==> config.mk <==
export PLATFORM = sky130hd
export DESIGN_NAME = booth_seq_mult
export DESIGN_NICKNAME = d
export VERILOG_FILES = /design/src/rtl/booth_seq_mult.sv
export SDC_FILE = /design/constraint.sdc
export NUM_CORES = 1
export LEC_CHECK = 0
export CAP_MARGIN = 20
export CORE_MARGIN = 4
export CORE_UTILIZATION = 60
export CTS_CLUSTER_DIAMETER = 150
export CTS_CLUSTER_SIZE = 20
export DETAILED_ROUTE_END_ITERATION = 6
export PLACE_DENSITY_LB_ADDON = 0.05
export SYNTH_ARGS = -nofsm -noshare
export SYNTH_HDL_FRONTEND = slang
export SYNTH_SLANG_ARGS = --single-unit
export TNS_END_PERCENT = 5
==> constraint.sdc <==
create_clock -name clock -period 13.5 [get_ports clock]
set_input_delay 2.7 -clock clock [delete_from_list [all_inputs] [get_ports clock]]
set_output_delay 2.7 -clock clock [all_outputs]
set_load 0.05 [all_outputs]
==> src/rtl/booth_seq_mult.sv <==
// Sequential radix-4 Booth multiplier: retires two multiplier bits per clock,
// signed or unsigned per operation, start/busy/done handshake.
module booth_seq_mult #(
  parameter int WIDTH = 32
) (
  input  logic                 clock,
  input  logic                 clear_n,
  input  logic                 start,
  input  logic                 signed_mode,
  input  logic [WIDTH-1:0]     M,
  input  logic [WIDTH-1:0]     Q,
  output logic                 busy,
  output logic                 done,
  output logic [2*WIDTH-1:0]   Result,
  output logic [1:0]           dbg_state_o
);

  localparam int AW = WIDTH + 4;      // accumulator width, absorbs +/-2M
  localparam int XW = WIDTH + 2;      // extended operand width
  localparam int N  = WIDTH / 2 + 1;  // iterations per multiply
  localparam int CW = $clog2(N + 1);

  typedef enum logic [1:0] {
    S_IDLE = 2'd0,
    S_RUN  = 2'd1,
    S_DONE = 2'd2
  } state_e;

  state_e               state_q, state_d;
  logic [AW-1:0]        acc_q, acc_d;
  logic [XW-1:0]        q_q, q_d;
  logic                 qm1_q, qm1_d;
  logic [XW-1:0]        m_q, m_d;
  logic [CW-1:0]        cnt_q, cnt_d;
  logic [2*WIDTH-1:0]   result_q, result_d;

  logic [AW-1:0]        m_ext, m_dbl, addend, sum, acc_sh;
  logic [XW-1:0]        q_sh;
  logic [2:0]           triple;

  // Datapath for one Booth step: add recoded multiple, then arithmetic shift by 2.
  always_comb begin
    m_ext  = {{2{m_q[XW-1]}}, m_q};
    m_dbl  = {m_ext[AW-2:0], 1'b0};
    triple = {q_q[1:0], qm1_q};
    addend = '0;
    case (triple)
      3'b001, 3'b010: addend = m_ext;
      3'b011:         addend = m_dbl;
      3'b100:         addend = AW'(0) - m_dbl;
      3'b101, 3'b110: addend = AW'(0) - m_ext;
      default:        addend = '0;
    endcase
    sum    = acc_q + addend;
    acc_sh = {{2{sum[AW-1]}}, sum[AW-1:2]};
    q_sh   = {sum[1:0], q_q[XW-1:2]};
  end

  always_comb begin
    state_d  = state_q;
    acc_d    = acc_q;
    q_d      = q_q;
    qm1_d    = qm1_q;
    m_d      = m_q;
    cnt_d    = cnt_q;
    result_d = result_q;
    case (state_q)
      S_IDLE, S_DONE: begin
        if (start) begin
          state_d = S_RUN;
          acc_d   = '0;
          qm1_d   = 1'b0;
          m_d     = {{2{signed_mode & M[WIDTH-1]}}, M};
          q_d     = {{2{signed_mode & Q[WIDTH-1]}}, Q};
          cnt_d   = CW'(N);
        end else begin
          state_d = S_IDLE;
        end
      end
      S_RUN: begin
        acc_d = acc_sh;
        q_d   = q_sh;
        qm1_d = q_q[1];
        cnt_d = cnt_q - CW'(1);
        if (cnt_q == CW'(1)) begin
          // Exact product always fits in the low 2*WIDTH bits of {acc, q}.
          result_d = {acc_sh[WIDTH-3:0], q_sh};
          state_d  = S_DONE;
        end
      end
      default: state_d = S_IDLE;
    endcase
  end

  always_ff @(posedge clock) begin
    if (!clear_n) begin
      state_q  <= S_IDLE;
      acc_q    <= '0;
      q_q      <= '0;
      qm1_q    <= 1'b0;
      m_q      <= '0;
      cnt_q    <= '0;
      result_q <= '0;
    end else begin
      state_q  <= state_d;
      acc_q    <= acc_d;
      q_q      <= q_d;
      qm1_q    <= qm1_d;
      m_q      <= m_d;
      cnt_q    <= cnt_d;
      result_q <= result_d;
    end
  end

  assign busy        = (state_q == S_RUN);
  assign done        = (state_q == S_DONE);
  assign Result      = result_q;
  assign dbg_state_o = state_q;

endmodule

# After elaboration in Yosys (flattened, before gate mapping)
# Index checks and enable logic that the tools add are counted.
# word_totals
register_bits	175
inputBits	68
out_inout_bits	68
wordCells	44
# classes
add_sub_neg	4
n_eq_ne	11
mux	12
bitwise_logic	2
reduce_logical	8
# op_table
operator	count
36-bit one-hot mux with 4 select lines	1
36-bit one-hot mux with 2 select lines	1
34-bit one-hot mux with 2 select lines	1
36-bit adder	1
36-bit 2-to-1 mux	1
1-bit by 34-bit subtractor with 35-bit output, first input constant	1
34-bit 2-to-1 mux	1
1-bit by 33-bit subtractor with 34-bit output, first input constant	1
5-bit one-hot mux with 2 select lines	1
3-bit equality test, second input constant	3
3-bit by 2-bit equality test with 1-bit output, second input constant	2
2-bit AND reduction	3
2-bit OR reduction	3
5-bit by 1-bit equality test with 1-bit output, second input constant	1
5-bit 2-to-1 mux	1
5-bit by 1-bit subtractor with 5-bit output, second input constant	1
2-bit one-hot mux with 2 select lines	1
3-bit by 1-bit equality test with 1-bit output, second input constant	1
1-bit AND	2
2-bit by 1-bit equality test with 1-bit output, second input constant	1
2-bit equality test, second input constant	1
2-bit zero test	1
1-bit 2-to-1 mux	2
2-bit 2-to-1 mux	1
4 further kinds	4

# Depth between registers and ports, before layout
# depth
ltp_word	5
ltp_mapped	20
mapped_depth_nobuf	19

# Worst setup path after synthesis
# OpenSTA, ideal clock, no wires.
# synth_timing
kind	reg2out
from	register state_q[0], in the netlist dbg_state_o[0]
to	output busy
arrival_ns	2.009
t_required_ns	10.800
path_slack_ns	8.791
stages_incl_launch_ff	6
path_buffers	3
path_cell_list	dfxtp_1 -> nand2b_1 -> clkbuf_1 -> clkinv_1 -> clkbuf_1 -> buf_1
# synth_via
elab_chain_len	1
# synth_rtl
element	line	text
start, declared	29	state_e state_q, state_d;
start signal, assigned	105	state_q <= state_d;
2-bit by 1-bit equality test with 1-bit output	115	assign busy = (state_q == S_RUN);
end, declared	12	output logic busy,
# Every way passes these cells.

# Worst setup path after layout
# layout_timing
from	register m_q[0]
to	register result_q[59], in the netlist Result[59]
# layout_via
elab_chain_len	3
# layout_rtl
element	line	text
start, declared	33	logic [XW-1:0] m_q, m_d;
start signal, assigned	109	m_q <= m_d;
1-bit by 34-bit subtractor with 35-bit output / 1-bit by 33-bit subtractor with 34-bit output (equally long branches)	50, 51	
36-bit one-hot mux with 4 select lines (*)	47	case (triple)
36-bit adder (*)	54	sum = acc_q + addend;
end signal, assigned	111	result_q <= result_d;
end, declared	35	logic [2*WIDTH-1:0] result_q, result_d;
# Mark *: on every way between the ends. The rest lies on a longest branch, timed or not.
# A chain may end at the register's enable or synchronous reset.

==> flow_metrics.env <==
export IMPL_outcome="complete, no violations"
export IMPL_r2r_cells=18
export IMPL_dr_pass1_iters=6
export IMPL_place_inst=1568
export IMPL_top_layer="met4"
export IMPL_fillerInstances=1350
export IMPL_critPathCapture="Result[59]"
export IMPL_grt_max_degree=92
export IMPL_final_min_clock_period_ns=5.31
export IMPL_antenna_left=0
export IMPL_r2r_start="m_q[0]"
export IMPL_ys_seq_area_share_pct=35.1
export IMPL_p_per_area_nw_per_um2=110
export IMPL_finalCoreUtilization_pct=73.0
export IMPL_fin_nets=1478
export IMPL_cp_max_fo=6
export IMPL_vias=9578
export IMPL_r2r_slack_ns=8.19
export IMPL_drv_slew=0
export IMPL_finClkSkew_ns=0.0109
export IMPL_max_freq_ghz=0.188
export IMPL_cts_sinks=173
export IMPL_p_leak_uw=0.00446
export IMPL_cts_tree="yes"
export IMPL_wl_met3_um=1900
export IMPL_cp_end_kind="flip-flop"
export IMPL_cts_hold_buffers=0
export IMPL_die_w_um=136
export IMPL_cp_num_buf_inv=1
export IMPL_hold_class="flip-flop to flip-flop"
export IMPL_via_per_inst=5.99
export IMPL_cp_slowest_cell="or3b_2"
export IMPL_async_flop_share_pct=0
export IMPL_dieArea_um2=18500
export IMPL_startpoint="m_q[0]"
export IMPL_slowest_delay_ns=0.53
export IMPL_grt_pass1_wl_um=43100
export IMPL_post_route_period_util_pct=39.4
export IMPL_synth_area_um2=9850
export IMPL_wl_per_cell_um=16.4
export IMPL_path_clk_slew_ns=0.07
export IMPL_peakVddDrop_mv=0.0979
export IMPL_row_count=46
export IMPL_tightest_slew_ns=0.891
export IMPL_layout_cells_non_filler=1598
export IMPL_cts_resized=0
export IMPL_areaGrowthSynthToFinish_pct=18.6
export IMPL_layout_drive_gt1_share_pct=5.72
export IMPL_hpwl_um=17800
export IMPL_wl_met2_um=12400
export IMPL_clock_latency_ns=0.43
export IMPL_grt_util_all_layers_pct=28.4
export IMPL_dieHeight_um=136
export IMPL_top_level_ports=136
export IMPL_place_congestion=0.937
export IMPL_worstSetupPathType="flip-flop to flip-flop"
export IMPL_met1_length_um=11100
export IMPL_crit_top_cell="o21ai_0"
export IMPL_ys_ff_latch=173
export IMPL_required_ns=13.87
export IMPL_syn_inst=1298
export IMPL_hold_viol=0
export IMPL_grt_pass1_vias=8880
export IMPL_numCtsBuffers=17
export IMPL_htreeDepth=4
export IMPL_grt_overflow=0
export IMPL_coreArea_um2=16000
export IMPL_cts_buffer_depth=2
export IMPL_synth_edf_count=0
export IMPL_finalSetupTns_ns=0
export IMPL_synthFlopType="dfxtp_1"
export IMPL_drcViolationCount=0
export IMPL_synth_nets=1405
export IMPL_cp_cell_sequence="inv_1 > ha_1 > or3b_2 > nor2_1 > nand4_1 > or2_2 > nand2_1 > xor2_1 > o21ai_0 > ha_1 > nand2_1 > o21ai_0 > nor2_1 > o41ai_1 > o211a_1 > o21ai_0 > a2111oi_0 > a311o_2"
export IMPL_relSlewSlack_pct=40.6
export IMPL_n_antenna_cell=0
export IMPL_start_util_pct=61.6
export IMPL_antenna_found_initial=0
export IMPL_r2r_end="Result[59]"
export IMPL_clock_root_buffer="clkbuf_16"
export IMPL_cp_arrival_ns=5.69
export IMPL_final_setup_viol_count=0
export IMPL_ys_types=75
export IMPL_maxCapViolations=0
export IMPL_rsz0062_at_grt="no"
export IMPL_post_cts_buffers=0
export IMPL_avgSynthCellArea_um2=7.59
export IMPL_path_delay_family="compound AO/OA/AOI/OAI gates"
export IMPL_ys_warn_count=0
export IMPL_start_kind="flip-flop"
export IMPL_drtIter0Drc=724
export IMPL_port_buffers=135
export IMPL_wirelength_um=26200
export IMPL_crit_cells=18
-- cells in the final DEF, fill, tap and decap left out, types with 9 or more instances in the layout --
master,instances
a21o_1,21
a21oi_1,173
a22o_1,9
a22oi_1,62
a31oi_1,9
buf_4,12
clkbuf_16,17
clkdlybuf4s50_1,135
dfxtp_1,173
ha_1,38
inv_1,21
nand2_1,279
nand2b_1,11
nand3_1,20
nand4_1,10
nor2_1,74
nor3_1,18
o21ai_0,87
or2_2,9
or3_1,9
xnor2_1,25
xor2_1,31
-- stage by stage --
step	power, µW	area (µm²)	setup slack (ns)	hold slack (ns)
finish	1280	11700	8.19	0.452
global route	1340	11700	7.75	0.471
CTS	1280	11700	8.28	0.456
detailed placement	828	11100	7.90	0.447
global placement	820	11100	7.90	0.442
floorplan	751	9850	8.79	0.432
-- cell usage after synthesis, types with 10 or more instances --
library cell  instances  share of area (%)
clkbuf_1             72                2.7
nand4_1              10               0.63
a21o_1               21                1.6
o21ai_0              87                4.4
nand2_1             280                 11
nor3_1               19               0.97
ha_1                 38                4.8
xnor2_1              26                2.3
nand3_1              20                1.0
inv_1                21               0.80
xor2_1               31                2.8
nor2_1               75                2.9
dfxtp_1             173                 35
nand2b_1             11               0.70
a21oi_1             173                8.8
a22oi_1              62                4.7
-- final cells by class --
class	instances	area (µm²)	area share (%)
timing repair buffer	148	1460	12.5
tap	216	270	2.31
clock buffer	20	457	3.91
clock inverter	10	82.6	0.707
inverter	23	88.8	0.760
sequential	173	3460	29.6
multi-input combinational	1008	5860	50.2
-- registers in the layout, summed over array words and instances (netlist names) --
signal and count:
Result 64, dbg_state_o 2, cnt_q 5, q_q 34, m_q 33, qm1_q 1
acc_q 34
-- power breakdown --
group / internal [µW] / total, µW / switching, µW / leakage (µW)
clock: 247 / 461 / 215 / 0.000258
sequential: 533 / 558 / 24.7 / 0.00141
combinational: 99.4 / 263 / 164 / 0.00280
total: 880 / 1280 / 403 / 0.00446
-- worst min-delay path: stages, from the launching register on --
cell	delay, ns
dfxtp_1	0.31
nand2_1	0.05
a21oi_1	0.05
-- layer usage --
layer	GRT usage (%)	vias to the layer above
li1	-	4724
met1	36.4	4433
met2	47.3	368
met3	5.92	53
met4	10.6	0
met5	0	-
-- kinds of logic (layout without fill, tap and decap cells) --
family | after synthesis | after routing | synth area share [%]
DFF | 173 | 173 | 35.1
adders and majority gates | 39 | 39 | 5.03
muxes | 8 | 8 | 0.825
xor gates and xnor gates | 57 | 57 | 5.07
buffers and inverters | 117 | 201 | 5.66
and+or+nand+nor | 478 | 478 | 21.7
AOI/OAI and AO/OA | 426 | 426 | 26.5
-- how the worst min path moves through the flow --
stage / startpoint / to / slack (ns) / cells after the start
after detailed placement: Result[43] / Result[43] / 0.45 / 2
final: Result[43] / Result[43] / 0.45 / 2
after CTS: Result[43] / Result[43] / 0.46 / 2
after global routing: Result[57] / Result[57] / 0.47 / 2
after global placement: Result[58] / Result[58] / 0.44 / 2
after floorplan: acc_q[21] / acc_q[21] / 0.43 / 2
Power figures use the tool's default switching activity.
